$ cat src/rtl/div_pkg.sv
// Shared types and constants for the sequential restoring divider.
// Holds the FSM state encoding and the default operand width.
package div_pkg;

  localparam int DIV_W = 4;

  typedef enum logic [1:0] {
    IDLE = 2'd0,
    RUN  = 2'd1,
    DONE = 2'd2
  } div_state_t;

endpackage

$ cat src/rtl/div_step.sv
// One combinational restoring-division step: shift in next dividend bit, trial-subtract divisor.
// Zero latency; no flow control.
module div_step #(
  parameter int M = div_pkg::DIV_W
) (
  input  logic [M-1:0] i_rem,
  input  logic         i_bit,
  input  logic [M-1:0] i_div,
  output logic [M-1:0] o_rem,
  output logic         o_q
);

  logic [M:0] w_shift;

  assign w_shift = {i_rem, i_bit};
  assign o_q     = (w_shift >= {1'b0, i_div});
  // When the subtract succeeds the true difference is below the divisor, so the low M bits are exact.
  assign o_rem   = o_q ? (w_shift[M-1:0] - i_div) : w_shift[M-1:0];

endmodule

$ cat src/rtl/seq_div.sv
// Sequential unsigned divider: M restoring steps, done pulses M+1 cycles after start accept; start only honoured in IDLE.
// SEQ_DIV_ZERO_FAST_EN: divide-by-zero skips RUN and completes one cycle after accept.
module seq_div
  import div_pkg::*;
#(
  parameter int M = DIV_W
) (
  input  logic         clk,
  input  logic         rst_n,
  input  logic         start,
  input  logic [M-1:0] A,
  input  logic [M-1:0] B,
  output logic         busy,
  output logic         done,
  output logic [M-1:0] Q,
  output logic [M-1:0] R,
  output logic         C,
  output logic         N,
  output logic         V,
  output logic         Z
);

  localparam int CW = $clog2(M) + 1;
  localparam logic [CW-1:0] LAST = CW'(M - 1);

  div_state_t   r_state;
  logic [M-1:0] r_dvd;
  logic [M-1:0] r_rem;
  logic [M-1:0] r_b;
  logic [CW-1:0] r_cnt;
  logic         r_busy;
  logic         r_done;
  logic [M-1:0] r_q;
  logic [M-1:0] r_r;
  logic         r_c;
  logic         r_n;
  logic         r_v;
  logic         r_z;

  logic [M-1:0] w_rem;
  logic         w_qbit;
  logic [M-1:0] w_q;

  div_step #(.M(M)) u_step (
    .i_rem (r_rem),
    .i_bit (r_dvd[M-1]),
    .i_div (r_b),
    .o_rem (w_rem),
    .o_q   (w_qbit)
  );

  // Quotient bits fill the dividend register from the bottom as dividend bits leave the top.
  assign w_q = {r_dvd[M-2:0], w_qbit};

  always_ff @(posedge clk or negedge rst_n) begin
    if (!rst_n) begin
      r_state <= IDLE;
      r_dvd   <= '0;
      r_rem   <= '0;
      r_b     <= '0;
      r_cnt   <= '0;
      r_busy  <= 1'b0;
      r_done  <= 1'b0;
      r_q     <= '0;
      r_r     <= '0;
      r_c     <= 1'b0;
      r_n     <= 1'b0;
      r_v     <= 1'b0;
      r_z     <= 1'b0;
    end else begin
      r_done <= 1'b0;
      case (r_state)
        IDLE: begin
          if (start) begin
            r_dvd <= A;
            r_b   <= B;
            r_rem <= '0;
            r_cnt <= '0;
            r_busy <= 1'b1;
`ifdef SEQ_DIV_ZERO_FAST_EN
            if (B == '0) begin
              r_state <= DONE;
              r_done  <= 1'b1;
              r_q     <= '1;
              r_r     <= A;
              r_z     <= 1'b0;
              r_n     <= 1'b1;
              r_c     <= (A != '0);
              r_v     <= 1'b1;
            end else begin
              r_state <= RUN;
            end
`else
            r_state <= RUN;
`endif
          end
        end
        RUN: begin
          r_rem <= w_rem;
          r_dvd <= w_q;
          r_cnt <= r_cnt + 1'b1;
          if (r_cnt == LAST) begin
            r_state <= DONE;
            r_done  <= 1'b1;
            r_q     <= w_q;
            r_r     <= w_rem;
            r_z     <= (w_q == '0);
            r_n     <= w_q[M-1];
            r_c     <= (w_rem != '0);
            r_v     <= (r_b == '0);
          end
        end
        DONE: begin
          r_state <= IDLE;
          r_busy  <= 1'b0;
        end
        default: begin
          r_state <= IDLE;
          r_busy  <= 1'b0;
        end
      endcase
    end
  end

  assign busy = r_busy;
  assign done = r_done;
  assign Q    = r_q;
  assign R    = r_r;
  assign C    = r_c;
  assign N    = r_n;
  assign V    = r_v;
  assign Z    = r_z;

endmodule
$ cat config.mk
export PLATFORM = sky130hd
export DESIGN_NAME = seq_div
export DESIGN_NICKNAME = d
export VERILOG_FILES = /design/src/rtl/div_pkg.sv /design/src/rtl/div_step.sv /design/src/rtl/seq_div.sv
export SDC_FILE = /design/constraint.sdc
export NUM_CORES = 1
export LEC_CHECK = 0
export CAP_MARGIN = 25
export CORE_MARGIN = 3
export CORE_UTILIZATION = 52
export DETAILED_ROUTE_END_ITERATION = 16
export PLACE_DENSITY = 0.87
export SYNTH_ARGS = -nofsm -noshare
export SYNTH_HDL_FRONTEND = slang
export SYNTH_SLANG_ARGS = --single-unit
export TNS_END_PERCENT = 20
$ cat constraint.sdc
create_clock -name clk -period 4.35 [get_ports clk]
set_input_delay 0.87 -clock clk [delete_from_list [all_inputs] [get_ports clk]]
set_output_delay 0.87 -clock clk [all_outputs]
set_load 0.01 [all_outputs]
==> results of run 1 <==
flip-flops by register name, indices dropped and copies added (netlist names):
name / flops
r_cnt: 3
Z: 1
C: 1
V: 1
R: 4
r_state: 2
r_rem: 4
r_dvd: 4
done: 1
Q: 4
r_b: 4
busy: 1
stage by stage:
stage	power, mW	setup WS [ps]
3_5_place_dp	1.25	1950
6_report	1.39	2240
4_1_cts	1.39	2220
2_1_floorplan	0.991	2570
3_3_place_gp	1.19	2030
5_1_grt	1.51	2180
worst register-to-register path: stages (launching register included):
cell and delay, ps:
dfrtp_1 390, inv_1 110, ha_1 280, nor3b_2 240, o21bai_2 120, a21boi_4 280, mux2_1 400, o21ai_1 140
how the worst max path moves through the flow:
stage	slack, ps	endpoint	from	depth (start not counted)
floorplan	2570	R[1]	r_b[0]	6
global placement	2030	r_b[0]	start	4
detailed placement	1950	r_b[0]	start	4
CTS	2220	Q[3]	Q[3]	1
global route	2180	R[2]	r_dvd[3]	7
finish	2240	Q[3]	Q[3]	1
metal layers:
metal,wire (um),vias to the layer above
li1,-,533
met1,1240,533
met2,1430,23
met3,137,8
met4,46,0
met5,0,-
cell usage after synthesis, drive strengths merged:
library cell | n | area share (%)
a21boi | 1 | 1.3
a21o | 1 | 0.54
a21oi | 4 | 1.4
a22o | 2 | 1.2
a31oi | 1 | 0.45
and3b | 1 | 0.62
buf | 3 | 1.2
dfrtp | 30 | 54
fa | 1 | 1.4
ha | 6 | 5.4
inv | 11 | 2.9
mux2 | 4 | 3.2
mux2i | 1 | 0.71
nand2 | 28 | 7.5
nand3 | 2 | 0.71
nor2 | 5 | 1.7
nor2b | 1 | 0.45
nor3b | 1 | 0.89
nor4 | 1 | 0.45
o21a | 1 | 0.54
o21ai | 19 | 6.8
o21bai | 1 | 0.80
o221ai | 1 | 0.62
o22a | 1 | 0.62
o22ai | 6 | 2.7
o31a | 1 | 0.62
or3 | 1 | 0.45
or4 | 1 | 0.54
xor2 | 1 | 0.62
cells by family after synthesis:
group	count (synthesis)	share of synthesized area, %
buf+inv	14	4.19
fa+ha+maj	7	6.78
mux	5	3.92
simple gates	41	13.3
compound gates	39	17.7
xor+xnor	1	0.625
flops	30	53.5
layout make-up:
cell class | instances | area (um2) | share of cell area [%]
inverter | 11 | 41.3 | 2.41
tap | 30 | 37.5 | 2.19
sequential | 30 | 751 | 43.8
timing repair buffer | 25 | 248 | 14.4
multi-input combinational | 93 | 593 | 34.6
clock buffer | 7 | 45.0 | 2.63
power breakdown:
| group | total (mW) | switching [mW] | internal (mW) |
|---|---|---|---|
| Clock | 0.146 | 0.0857 | 0.0607 |
| Sequential | 0.499 | 0.0936 | 0.405 |
| Combinational | 0.742 | 0.395 | 0.346 |
| Total | 1.39 | 0.575 | 0.812 |
==> metrics, run 1 <==
commonest non-fill, non-tap cell in the layout=dfrtp_1; CTS buffer count=5; TNS Setup=0 ps; final layout net count=about 180; dpl cell area=around 1700 um2; IR drop worst, VDD=approximately 480 uV; placed cells=between 150 and 200; pin count of the biggest net entering global routing=31; die span in x=57.9 um; clock-pin slew on the worst setup and hold paths=approximately 80 ps; die height=between 50 and 60 um; Worst path max stage delay=~550 ps; row count=18; Total Routing Usage GR=19.4%; Crit. End Element=primary output; Crit path required time=roughly 3500 ps; placed wire-length estimate=between 2000 and 2500 um; hold_buf cts=0; I/O pins=25; status=complete, no violations; vias=between 1,000 and 1,500; hold path startpoint=Q[1]; Worst Hold End=Q[1]; R2R cell count=7; Seq/Total Area, Yosys=a little over half; Hold Crit Class=register to register; commonest non-fill, non-tap cells in the layout=dfrtp_1, nand2_1, clkdlybuf4s50_1; design area=about 1700 um2; Setup-failing EPs final=0; CTS root buffer=clkbuf_4; worst flop-to-flop path startpoint=r_dvd[3]; total grt overflow=0; Critical Path AT=1240 ps; # diodes=0; Crit Path Max Fanout=3; CP Launch Type=register; Slew Limit Fails=0; core footprint=roughly 2500 um2; Layout Cells excl Fill=between 150 and 200; Die Area=between 3000 and 4000 um2; critical path cell sequence=clkdlybuf4s50_1; Starting Density=a little under three fifths; reg-to-reg endpoint=R[2]; 1st-iter DRT viols=37; DRC violations left=0; CTS max path bufs=2; Buf/Inv on CP=1; mapped cell area=around 1400 um2; RSZ-0062 raised after global routing=no; met2 GRT Util=33.5%; initial antenna violation count=0; Core Util, Final=68.0%; Port Buffers=24; wire per inst=14.6 um; clock sinks=30; worst hold stages=2; layout cells sized above 1=between 7 and 8%; Fin Hold WS=483 ps; H-tree Lvls=2; Placer Congestion=approximately 0.91; Fmax=~0.47 GHz; grt met1 use=roughly 22%; first-pass GRT wire length=between 4000 and 5000 um; CTS tree=yes; min cycle time layout=between 2000 and 2500 ps; fin crit share=slightly below 50%; max cap viols=0; average via count per standard cell=about 5.6; Power Dens Cells=809 nW/um2; syn_area_per_cell=10.2 um2; met3 Use GR=about 6.5%; Post-Route Skew=between 3 and 4 ps; R2R Setup Slk=2320 ps; Slew HR=roughly 60%; vias in the first global route=1,078; area delta synth->final=22.3%; count of cell types in the netlist=34; Clk Latency, worst-skew pair=330 ps; busiest grt layer=met2; Static Leak=a little under 0.8 nW; post-CTS setup buffer count=0; top cell family by delay on the critical path=buffers and inverters; Critical Path Slowest Stage Cell=clkdlybuf4s50_1; Least-Margin Pin Slew=roughly 600 ps; Final Hold Vio Count=0; wire length reported by the detailed router=between 2000 and 3000 um; #FFs+latches synth=30; Ys Warns=0; Setup CP Type=register to primary output; TritonRoute pass-1 iters=4; FILL cells=just under 200; PostCTS Resize Cnt=0; Syn Nets=approximately 160; Post-DRT Antenna Nets=0; Post-Syn Instances=about 140
(Power assumes the default switching activity.)
==> inputs of run 2 (changes only) <==
--- a/config.mk
+++ b/config.mk
@@ -7,9 +7,9 @@
 export LEC_CHECK = 0
 export CAP_MARGIN = 25
 export CORE_MARGIN = 3
-export CORE_UTILIZATION = 52
+export CORE_UTILIZATION = 46
 export DETAILED_ROUTE_END_ITERATION = 16
-export PLACE_DENSITY = 0.87
+export PLACE_DENSITY = 0.82
 export SYNTH_ARGS = -nofsm -noshare
 export SYNTH_HDL_FRONTEND = slang
 export SYNTH_SLANG_ARGS = --single-unit
==> constraint.sdc (replaced) <==
create_clock -name clk -period 1.9 [get_ports clk]
set_input_delay 0.38 -clock clk [delete_from_list [all_inputs] [get_ports clk]]
set_output_delay 0.38 -clock clk [all_outputs]
set_load 0.01 [all_outputs]
==> run 2 against run 1 <==
Effect of this change:
- core utilization down 1.4 points
- critical endpoint is now r_rem[2]
- design area grew 9.8%
- clock power grew to 3.4 times the previous value
- critical path depth up 5
- via count rose by 3.8%
- register-to-register slack lost 2300 ps
==> metrics, run 2 (synthesis results as in run 1) <==
status=complete, no violations; wire length reported by the detailed router=3180 um (+11%); die span in x=61.2 um (+5.7%); initial antenna violation count=0 (unchanged); fin worst setup slack=31.7 ps (-2210 ps); Die Area=3750 um2 (+12%); RSZ-0062 raised after global routing=yes; internal power=2.32 mW (+190%); Fmax=roughly 0.54 GHz; clock-pin slew on the worst setup and hold paths=100 ps (+20 ps); first-pass GRT wire length=4810 um (-1.7%); fin crit share=98.3%; layout cells sized above 1=18.1% (+10 points); Static Leak=0.865 nW (+9.9%); CTS buffer count=5 (unchanged); vias=1,139 (+3.8%); core footprint=2830 um2 (+12%); Storage cell area=751 um2 (unchanged); Highest Signal Layer=met4; pin count of the biggest net entering global routing=31 (unchanged); Post-DRT Antenna Nets=0 (unchanged); wire per inst=15.3 um (+4.8%); clock share of power=13.0% (+2.4 points); Crit path required time=2160 ps (-1320 ps); die height=61.2 um (+5.7%); Placer Congestion=0.892 (-2.1%); clock sinks=30 (unchanged); Least-Margin Pin Slew=365 ps (-230 ps); met1 WL=1390 um (+11%); share of power burned in registers=30.2% (-5.8 points); Power Dens Cells=2040 nW/um2 (+150%); row count=19 (+1); Critical Path AT=2130 ps (+890 ps); Clk Latency, worst-skew pair=340 ps (about the same); # diodes=0 (unchanged); placed wire-length estimate=2190 um (-0.55%); 1st-iter DRT viols=44 (+19%); TritonRoute pass-1 iters=4 (unchanged); H-tree Lvls=2 (unchanged); Slew HR=75.6% (+16 points); Slew Limit Fails=0 (unchanged); CTS tree=yes; multi-input logic area=649 um2 (+9.5%); met2 routed WL=1630 um (+14%); Final Hold Vio Count=0 (unchanged); Crit. End Element=register; Crit Path Max Fanout=5 (+2); sw frac=39.6% (-1.9 points); DRC violations left=0 (unchanged); commonest non-fill, non-tap cell in the layout=dfrtp_1; final layout net count=194 (+5.4%); commonest non-fill, non-tap cells in the layout=dfrtp_1, nand2_1, clkdlybuf4s50_1; max cap viols=0 (unchanged); combinational share of power=56.8% (+3.3 points); CTS root buffer=clkbuf_4; CP Launch Type=register; Fin Hold WS=411 ps (-72.1 ps); Total Routing Usage GR=18.3% (-1.1 points); met3 WL=119 um (-13%); Setup CP Type=register to register; vias in the first global route=1,114 (+3.3%); Starting Density=49.6% (-6.0 points); CTS max path bufs=2 (unchanged); Post-Route Skew=10.6 ps (+7.01 ps); net switching power=1.52 mW (+160%); total grt overflow=0 (unchanged); Setup-failing EPs final=0 (unchanged); Tot Pwr=3.84 mW (+180%); min cycle time layout=~1900 ps; hold_buf cts=0 (unchanged); FILL cells=207 (+6.7%); dpl ws=-44.7 ps (-2000 ps); average via count per standard cell=5.48 (-2.2%); Port Buffers=24 (unchanged); TNS Setup=0 ps (unchanged); Hold Crit Class=primary input to asynchronous set/reset pin; I/O pins=25 (unchanged); area delta synth->final=34.3%; IR drop worst, VDD=894 uV (+88%)
==> run 2: changes by cell type in the layout (fill, tap and decap cells not counted), moves of 2 or more <==
cell      change
buf_4         +9
ha_1          -2
clkinv_2      +2
ha_4          +2
clkbuf_1      -2
==> run 2: area by class of cell <==
type,count,share of cell area (%)
Multi-Input combinational cell,93,34.5
Clock buffer,5,1.99
Timing Repair Buffer,35,17.3
Clock inverter,3,2.12
Sequential cell,30,39.8
Inverter,11,2.19
Tap cell,31,2.06
==> run 2: routing by layer <==
layer	global-route usage [%]	vias to the layer above
met4	10.5	0
met3	5.03	6
met1	19.8	549
li1	-	559
met5	0	-
met2	31.9	25
==> run 2: what timing repair did <==
item | 4_1_cts | 5_1_grt
buffers inserted | 3 | 1
resized for setup | 1 | 10
setup endpoints to repair | 7 | 9
pin swaps | 2 | 3
==> run 2: worst max-delay path, cell delays in order, from the launching register on <==
cell and delay [ps]:
dfrtp_1 440, ha_4 270, nor3b_4 220, o21bai_2 120, a21boi_4 250, mux2_1 370, o21ai_1 120
==> run 2: power by group through the flow <==
stage | combinational [mW] | clock [mW] | sequential (mW)
after floorplan | 1.13 | 0 | 1.14
after global placement | 1.70 | 0 | 1.13
after detailed placement | 1.75 | 0 | 1.15
after CTS | 1.87 | 0.506 | 1.14
after global routing | 2.38 | 0.534 | 1.18
final | 2.18 | 0.497 | 1.16
==> run 2: per-stage QoR <==
step	util [%]	cells	cell area, um2
finish	66.6	208	1880
global route	66.6	208	1880
CTS	64.4	207	1820
detailed placement	60.7	196	1720
global placement	60.7	196	1720
floorplan	-	137	1400
==> run 2: path summary, 6_finish.rpt <==
kind | start | endpoint | slack (ps) | cells after the start
hold reg to reg | R[3] | R[3] | 480 | 2
max in group asynchronous | rst_n | r_dvd[3] | 1210 | 2
hold / removal | rst_n | R[2] | 410 | 2
setup reg to reg | r_b[0] | r_rem[2] | 30 | 6
min in group clk | R[3] | R[3] | 480 | 2
setup / recovery | r_b[0] | r_rem[2] | 30 | 6
